[src/rtl/regfile_sequencer.sv]
// Micro-op sequencer for a 4 x 8-bit register file: fetch operands through the single
// combinational read port, run the ALU, write the result back, report flags.
module regfile_sequencer #(
  parameter int unsigned DATA_WIDTH = 8,
  parameter int unsigned ADDR_WIDTH = 2
) (
  input  logic                  clk,
  input  logic                  reset_b,
  input  logic                  instr_valid,
  output logic                  instr_ready,
  input  logic [2:0]            instr_op,
  input  logic [ADDR_WIDTH-1:0] instr_rd,
  input  logic [ADDR_WIDTH-1:0] instr_rs1,
  input  logic [ADDR_WIDTH-1:0] instr_rs2,
  input  logic [DATA_WIDTH-1:0] instr_imm,
  output logic [ADDR_WIDTH-1:0] rf_read_address,
  input  logic [DATA_WIDTH-1:0] rf_read_data,
  output logic [ADDR_WIDTH-1:0] rf_write_address,
  output logic [DATA_WIDTH-1:0] rf_write_data,
  output logic                  rf_write_enable,
  output logic                  busy,
  output logic                  done,
  output logic [DATA_WIDTH-1:0] result,
  output logic                  zero_flag,
  output logic                  carry_flag
);

  localparam logic [2:0] OpAdd = 3'b000;
  localparam logic [2:0] OpSub = 3'b001;
  localparam logic [2:0] OpAnd = 3'b010;
  localparam logic [2:0] OpOr  = 3'b011;
  localparam logic [2:0] OpXor = 3'b100;
  localparam logic [2:0] OpMov = 3'b101;
  localparam logic [2:0] OpLdi = 3'b110;
  localparam logic [2:0] OpCmp = 3'b111;

  typedef enum logic [1:0] {StIdle, StRdA, StRdB, StWb} state_e;

  state_e                  state_q;
  logic [2:0]              op_q;
  logic [ADDR_WIDTH-1:0]   rd_q, rs1_q, rs2_q;
  logic [DATA_WIDTH-1:0]   imm_q, opa_q, opb_q;
  logic [DATA_WIDTH-1:0]   result_q;
  logic                    zero_q, carry_q, done_q;

  logic [DATA_WIDTH:0]     sum, diff;
  logic [DATA_WIDTH-1:0]   alu_res;
  logic                    alu_carry;

  // The extra top bit is the carry for ADD and the borrow (a < b) for SUB/CMP.
  assign sum  = {1'b0, opa_q} + {1'b0, opb_q};
  assign diff = {1'b0, opa_q} - {1'b0, opb_q};

  always_comb begin
    alu_res   = '0;
    alu_carry = 1'b0;
    case (op_q)
      OpAdd: begin
        alu_res   = sum[DATA_WIDTH-1:0];
        alu_carry = sum[DATA_WIDTH];
      end
      OpSub, OpCmp: begin
        alu_res   = diff[DATA_WIDTH-1:0];
        alu_carry = diff[DATA_WIDTH];
      end
      OpAnd:   alu_res = opa_q & opb_q;
      OpOr:    alu_res = opa_q | opb_q;
      OpXor:   alu_res = opa_q ^ opb_q;
      OpMov:   alu_res = opa_q;
      OpLdi:   alu_res = imm_q;
      default: alu_res = '0;
    endcase
  end

  always_ff @(posedge clk or negedge reset_b) begin
    if (!reset_b) begin
      state_q  <= StIdle;
      op_q     <= '0;
      rd_q     <= '0;
      rs1_q    <= '0;
      rs2_q    <= '0;
      imm_q    <= '0;
      opa_q    <= '0;
      opb_q    <= '0;
      result_q <= '0;
      zero_q   <= 1'b0;
      carry_q  <= 1'b0;
      done_q   <= 1'b0;
    end else begin
      done_q <= 1'b0;
      case (state_q)
        StIdle: begin
          if (instr_valid) begin
            op_q    <= instr_op;
            rd_q    <= instr_rd;
            rs1_q   <= instr_rs1;
            rs2_q   <= instr_rs2;
            imm_q   <= instr_imm;
            state_q <= (instr_op == OpLdi) ? StWb : StRdA;
          end
        end
        StRdA: begin
          opa_q   <= rf_read_data;
          state_q <= (op_q == OpMov) ? StWb : StRdB;
        end
        StRdB: begin
          opb_q   <= rf_read_data;
          state_q <= StWb;
        end
        StWb: begin
          result_q <= alu_res;
          zero_q   <= (alu_res == '0);
          carry_q  <= alu_carry;
          done_q   <= 1'b1;
          state_q  <= StIdle;
        end
        default: state_q <= StIdle;
      endcase
    end
  end

  // Port strobes decode from state so reset kills a pending write immediately.
  always_comb begin
    rf_read_address  = '0;
    rf_write_address = '0;
    rf_write_data    = '0;
    rf_write_enable  = 1'b0;
    case (state_q)
      StRdA: rf_read_address = rs1_q;
      StRdB: rf_read_address = rs2_q;
      StWb: begin
        rf_write_address = rd_q;
        rf_write_data    = alu_res;
        rf_write_enable  = (op_q != OpCmp);
      end
      default: ;
    endcase
  end

  assign instr_ready = (state_q == StIdle);
  assign busy        = (state_q != StIdle);
  assign done        = done_q;
  assign result      = result_q;
  assign zero_flag   = zero_q;
  assign carry_flag  = carry_q;

endmodule

[config.mk]
export PLATFORM = sky130hd
export DESIGN_NAME = regfile_sequencer
export DESIGN_NICKNAME = d
export VERILOG_FILES = /design/src/rtl/regfile_sequencer.sv
export SDC_FILE = /design/constraint.sdc
export NUM_CORES = 1
export LEC_CHECK = 0
export BUFFER_PORTS_ARGS = -buffer_cell sky130_fd_sc_hd__buf_2
export CORE_UTILIZATION = 61
export DETAILED_ROUTE_END_ITERATION = 8
export PLACE_DENSITY = 0.86
export SYNTH_ARGS = -nofsm -noshare
export SYNTH_HDL_FRONTEND = slang
export SYNTH_SLANG_ARGS = --single-unit
[constraint.sdc]
create_clock -name clk -period 7.6 [get_ports clk]
set_input_delay 0.76 -clock clk [delete_from_list [all_inputs] [get_ports clk]]
set_output_delay 0.76 -clock clk [all_outputs]
set_load 0.005 [all_outputs]
==> summary.txt, run 1 <==
Route
  • Final ANT Viol Nets: 0
  • First-pass detailed-route iteration total: 7
  • Initial DRC count: 226
  • Drt via density: 5.924
  • Total number of vias: 2,636
  • Remaining DRCs: 1
  • WL final: 7146 µm
  • Routed wire length per instance: 16.06 µm

Critical path
  • Critical path endpoint category: output port
  • Worst-path cell chain: inv_1 > ha_1 > inv_1 > a211o_1 > o21a_1 > a2111oi_0 > a22oi_1 > and2_1 > buf_2
  • Critical Path AT: 2.92 ns
  • Max stage delay cell, worst path: a2111oi_0
  • Crit-path most repeated cell: inv_1
  • Largest fanout on the critical path: 7
  • Critical Path Max Stage Delay: 0.47 ns
  • Startpoint types: flop
  • Worst Path Required: 6.84 ns
  • Critical path class: reg -> out

Logic synthesis
  • Yosys reg bits: 46
  • Top_reg_cell synth: dfrtp_1
  • YS warnings: 0
  • Net Count, Synth: 389
  • Async S/R FF share, synth: 1.000
  • Seq/Total Area, Yosys: 0.3595
  • Simple-gate share of the synthesized area: 0.1360
  • Largest area contributor in the netlist: dfrtp_1
  • Netlist cell types: 65
  • Post-Synth XOR/XNOR Area: 0.01094
  • Largest family of logic cells by synthesized area: compound AO/OA/AOI/OAI gates
  • Top-count cell post-synth: dfrtp_1
  • Mapped cell area: 3202 µm²
  • Top-area cell type share of the netlist area: 0.3595
  • Post-synthesis adder-cell area fraction: 0.1258
  • EDFF count, synth: 0
  • Syn_area_per_cell: 9.702 µm²
  • Post-Syn Instances: 330
  • Ranking of synthesized cells by area: dfrtp_1 (36%), ha_1 (11%), mux2_2 (7.7%), o21ai_0 (4.8%), inv_1 (3.4%)
  • Mux cell area share after synthesis: 0.1047
  • Post-synthesis compound-gate area fraction: 0.1942
  • Synth cell count leaders: dfrtp_1 (46), o21ai_0 (31), ha_1 (29), inv_1 (29), nand2_1 (26)

Outcome
  • Failing checks: design-rule violations
  • Outcome: finished with violations

Floorplanning
  • Die H: 74.45 µm
  • Core area: 5075 µm²
  • Die width: 74.45 µm
  • Starting density of the core: 0.6309
  • Die area: 5543 µm²
  • # rows: 26
  • IO Count: 54

STA
  • Period utilization: 0.4845
  • RSZ-0062 raised after global routing: false
  • Achievable frequency: 0.2716 GHz
  • Fin. max-slew vios: 0
  • Final Skew: 0.009872 ns
  • Final Hold Viols: 0
  • Final Critical Period: 3.682 ns
  • Slew @ Worst Pin: 1.013 ns
  • Setup TNS: 0 ns
  • Setup-failing EPs final: 0
  • Rel. slew slack: 0.3248

GRT
  • Gr usage total: 0.2692
  • Initial antenna violation count: 0
  • Grt ovf: 0
  • Largest net degree at the start of global routing: 47
  • Vias in the first global route: 2,317
  • First-pass GRT wire length: 11,140 µm

Clocking
  • Setup repair bufs after CTS: 0
  • Longest Clk Path Bufs: 2
  • Htree depth: 2
  • Hold_buf cts: 0
  • Clock latency on the worst-skew pair: 0.31 ns
  • Reg clk slew, reported paths: 0.10 ns
  • Clk sinks: 46
  • CTS Root Cell: clkbuf_8
  • TritonCTS buffer count: 5
  • TritonCTS clock tree: built
  • CTS resizes: 0

Min path
  • Hold crit path type: reg -> reg

Final layout
  • Share of layout cells above drive strength 1: 0.2507
  • ANT cells: 0
  • Area Overhead vs Synth: 11.41%
  • Non-Filler Instances: 445
  • Fin nets: 433
  • Fill count: 399

Place
  • Placed insts: 437
  • HPWL after DPL: 5108 µm
  • Buffers on Ports: 53
  • GP Congestion: 0.9438

Pwr
  • Max VDD drop: 0.3092 mV
  • Total power: 1.822 mW
  • Leak Pwr: 1.713 nW
  • Pwr Density: 510.8 nW/µm²

Run
  • Max_cap viols: 0
-- worst max-delay path: cells and delay by family, from the launching register on --
family,cells,cell delay [ns]
simple gates,1,0.19
compound gates,4,1.22
buf+inv,3,0.36
flops,1,0.41
fa+ha+maj,1,0.44
-- registers in the layout, indices dropped and copies added, names as in the netlist --
signal      flops
carry_flag      1
opa_q           8
zero_flag       1
imm_q           8
rd_q            2
rs2_q           2
op_q            3
state_q         2
rs1_q           2
done            1
opb_q           8
result          8
-- cells in the final DEF (no fill, tap or decap), drive strengths merged, types with 3 or more instances in the layout --
master  Yosys  routed
buf        11      54
dfrtp      46      46
o21ai      32      32
inv        29      30
ha         29      29
nand2      27      27
mux2       23      23
a21oi      14      14
nor2       10      10
and2       10      10
a22oi       7       7
nor2b       6       6
a221o       5       5
mux2i       5       5
a21o        5       5
clkbuf      6       5
nand2b      5       5
nor3        4       4
xnor2       4       4
nand3       3       3
o31ai       3       3
or3         3       3
a31oi       3       3
-- metal layers --
layer  wire (µm)  up-vias  track usage
met5           0        -            0
met1        3325     1253       0.3637
met3         426        7      0.03388
met2        3326      113       0.4494
li1            -     1263            -
met4          68        0      0.08595
-- area by class of cell --
class,count,area (µm²),area share
Clock buffer,5,68.82,0.01929
Sequential cell,46,1151,0.3227
Tap cell,70,87.58,0.02455
Clock inverter,3,43.79,0.01228
Timing Repair Buffer,54,272.8,0.07646
Inverter,30,112.6,0.03157
Multi-Input combinational cell,237,1831,0.5132
-- cells by family (layout without fill, tap and decap cells) --
logic type / count (synthesis) / in the layout
AOI/OAI and AO/OA: 91 / 91
xor gates and xnor gates: 4 / 4
adders and majority gates: 31 / 31
buffers and inverters: 47 / 92
DFF: 46 / 46
muxes: 29 / 29
and+or+nand+nor: 82 / 82
-- power breakdown --
group	internal [mW]	switching, mW
registers	0.367	0.110
logic	0.521	0.634
clock network	0.0987	0.0908
-- stage by stage --
stage / worst slack, ns / hold WS (ns) / area [µm²] / util
floorplan: 4.767 / 0.4644 / 3202 / -
global placement: 4.428 / 0.4574 / 3455 / 0.6807
detailed placement: 4.384 / 0.4641 / 3455 / 0.6807
CTS: 4.026 / 0.4857 / 3567 / 0.7029
global route: 3.777 / 0.5216 / 3567 / 0.7029
finish: 3.918 / 0.4839 / 3567 / 0.7029
-- worst paths after layout --
check / startpoint / endpoint / slack (ns) / cells after the start
hold / removal: result[2] / result[2] / 0.48 / 1
min in group asynchronous: reset_b / result[3] / 0.61 / 1
setup / recovery: opa_q[4] / rf_write_data[7] / 3.92 / 9
max in group asynchronous: reset_b / opa_q[6] / 6.36 / 1
hold reg to reg: result[2] / result[2] / 0.48 / 1
setup reg to reg: opa_q[0] / zero_flag / 4.79 / 8
Power figures use the tool's default switching activity.
==> inputs of run 2 (changes only) <==
- CORE_UTILIZATION: 61 -> 51
- PLACE_DENSITY: 0.86 -> 0.76
- clock period: 7.6 -> 3.35 ns (I/O delays scaled with it)
==> run 2 against run 1 <==
Net effect: core utilization fell by 10 points; non-clock buffer count rose by 5; largest power group unchanged; final cell count rose by 2.0%; highest routed layer unchanged; die area rose by 19%; the run now ends clean; critical path depth rose by 1; critical path type unchanged; critical endpoint is now rf_write_data[6].
==> summary.txt, run 2 (synthesized netlist as in run 1, its figures left out) <==
Final layout
  • Commonest non-fill, non-tap cell in the layout: buf_2
  • Area Overhead vs Synth: 12.15%
  • Fill count: 545 (+37%)
  • Share of layout cells above drive strength 1: 0.2665 (+0.01582)
  • Final core utilization: 0.5994 (-0.1035)
  • ANT cells: 0 (unchanged)
  • Commonest non-fill, non-tap cells in the layout: buf_2 (53), dfrtp_1 (45), o21ai_0 (31), inv_1 (29), ha_1 (28)
  • Fin nets: 438 (+1.2%)

STA
  • Setup-failing EPs final: 0 (unchanged)
  • Achievable frequency: 0.3189 GHz
  • Slew @ Worst Pin: 1.040 ns (+0.02699 ns)
  • Final Hold Viols: 0 (unchanged)
  • Rel. slew slack: 0.3068 (-0.01799)
  • Fin. max-slew vios: 0 (unchanged)
  • Final Skew: 0.01146 ns (+0.001590 ns)
  • RSZ-0062 raised after global routing: false
  • Final Critical Period: 3.136 ns
  • Setup TNS: 0 ns (unchanged)
  • Worst setup margin: 0.2145 ns (-3.704 ns)
  • Period utilization: 0.9360

Floorplanning
  • Die H: 81.24 µm (+9.1%)
  • Core area: 5991 µm² (+18%)
  • # rows: 28 (+7.7%)
  • Die area: 6599 µm² (+19%)
  • Die width: 81.24 µm (+9.1%)
  • IO Count: 54 (unchanged)
  • Starting density of the core: 0.5345 (-0.09646)

Critical path
  • CP Depth: 10 (+1)
  • Worst-case reg-to-reg path depth: 8 (unchanged)
  • Critical path endpoint category: output port
  • CP bufs+invs: 2 (-1)
  • Critical Path Max Stage Delay: 0.41 ns (-0.06 ns)
  • Max stage delay cell, worst path: fa_1
  • Critical path class: reg -> out
  • Critical Path AT: 2.80 ns (-0.12 ns)
  • Worst-path cell chain: inv_1 > ha_1 > fa_1 > o21bai_1 > a21oi_1 > o31ai_2 > o221ai_1 > a22oi_1 > and2_1 > buf_2
  • Top delay family on crit path: compound AO/OA/AOI/OAI gates
  • Startpoint types: flop
  • Largest fanout on the critical path: 4 (-3)
  • Worst Path Required: 3.01 ns (-3.83 ns)

Route
  • Drt via density: 5.756 (-2.8%)
  • Remaining DRCs: 0 (-1)
  • WL final: 7567 µm (+5.9%)
  • Final ANT Viol Nets: 0 (unchanged)
  • Total number of vias: 2,613 (-0.87%)
  • Initial DRC count: 218 (-3.5%)
  • First-pass detailed-route iteration total: 5 (-2)
  • Routed wire length per instance: 16.67 µm (+3.8%)

Clocking
  • Setup repair bufs after CTS: 0 (unchanged)
  • TritonCTS buffer count: 5 (unchanged)
  • CTS Root Cell: clkbuf_8
  • Reg clk slew, reported paths: 0.09 ns (about the same)
  • Clock latency on the worst-skew pair: 0.30 ns (about the same)
  • Htree depth: 2 (unchanged)
  • TritonCTS clock tree: built
  • Longest Clk Path Bufs: 2 (unchanged)
  • Clk sinks: 46 (unchanged)

GRT
  • Vias in the first global route: 2,488 (+7.4%)
  • Gr usage total: 0.2493 (-0.01987)
  • First-pass GRT wire length: 12,280 µm (+10%)
  • Largest net degree at the start of global routing: 47 (unchanged)
  • Grt ovf: 0 (unchanged)
  • Initial antenna violation count: 0 (unchanged)

Place
  • GP Congestion: 0.9197 (-2.6%)
  • HPWL after DPL: 5693 µm (+11%)
  • Buffers on Ports: 53 (unchanged)
  • Pre-CTS setup slack: 0.5241 ns (-3.860 ns)

Min path
  • Hold crit path type: in -> async

Pwr
  • Max VDD drop: 0.5597 mV (+81%)
  • Total power: 4.122 mW (+130%)
  • Pwr Density: 1148 nW/µm² (+120%)
  • Leak Pwr: 1.715 nW (+0.12%)

Outcome
  • Outcome: finished clean

Run
  • Max_cap viols: 0 (unchanged)
## run 2: cell types whose count changed in the layout (fill, tap and decap cells not counted), sizes merged
cell	change
inv	-1
clkinvlp	+2
clkinv	-1
bufinv	-1
buf	+5
## run 2: what timing repair did
item                                    in CTS  in global routing
endpoints found under the setup margin       0                  1
gates resized for setup                      0                  3
hold buffers                                 0                  0
## run 2: layer usage
metal	vias up	track usage	wire length [µm]
met5	-	0	0
met4	0	0.05357	63
met3	6	0.03483	303
met2	79	0.4050	3512
met1	1265	0.3508	3687
li1	1263	-	-
## run 2: final timing paths
path	start	endpoint	slack [ns]
max in group asynchronous	reset_b	op_q[0]	2.44
hold / removal	reset_b	rs2_q[1]	0.21
min in group clk	rf_read_data[1]	opa_q[1]	0.25
setup reg to reg	opa_q[0]	zero_flag	0.53
setup / recovery	opa_q[0]	rf_write_data[6]	0.21
hold reg to reg	result[2]	result[2]	0.48
## run 2: metrics by stage
step	hold slack (ns)	std cells	area [µm²]
3_5_place_dp	0.4671	447	3498
3_3_place_gp	0.4565	447	3498
6_report	0.2068	454	3591
5_1_grt	0.2442	454	3591
4_1_cts	0.2430	454	3582
2_1_floorplan	0.03941	330	3202
## run 2: final cells by class
cell class                 count  area (µm²)  area share
tap                           75       93.84     0.02613
clock inverter                 2       15.01    0.004181
inverter                      30       112.6     0.03136
sequential                    46        1152      0.3209
clock buffer                   5       68.82     0.01916
multi-input combinational    237        1838      0.5118
timing repair buffer          59       310.3     0.08641
## run 2: power breakdown
part	internal (mW)	switching [mW]	total (mW)
Clock	0.143	0.195	0.338
Combinational	1.22	1.42	2.64
Sequential	0.834	0.309	1.14
Total	2.20	1.92	4.12
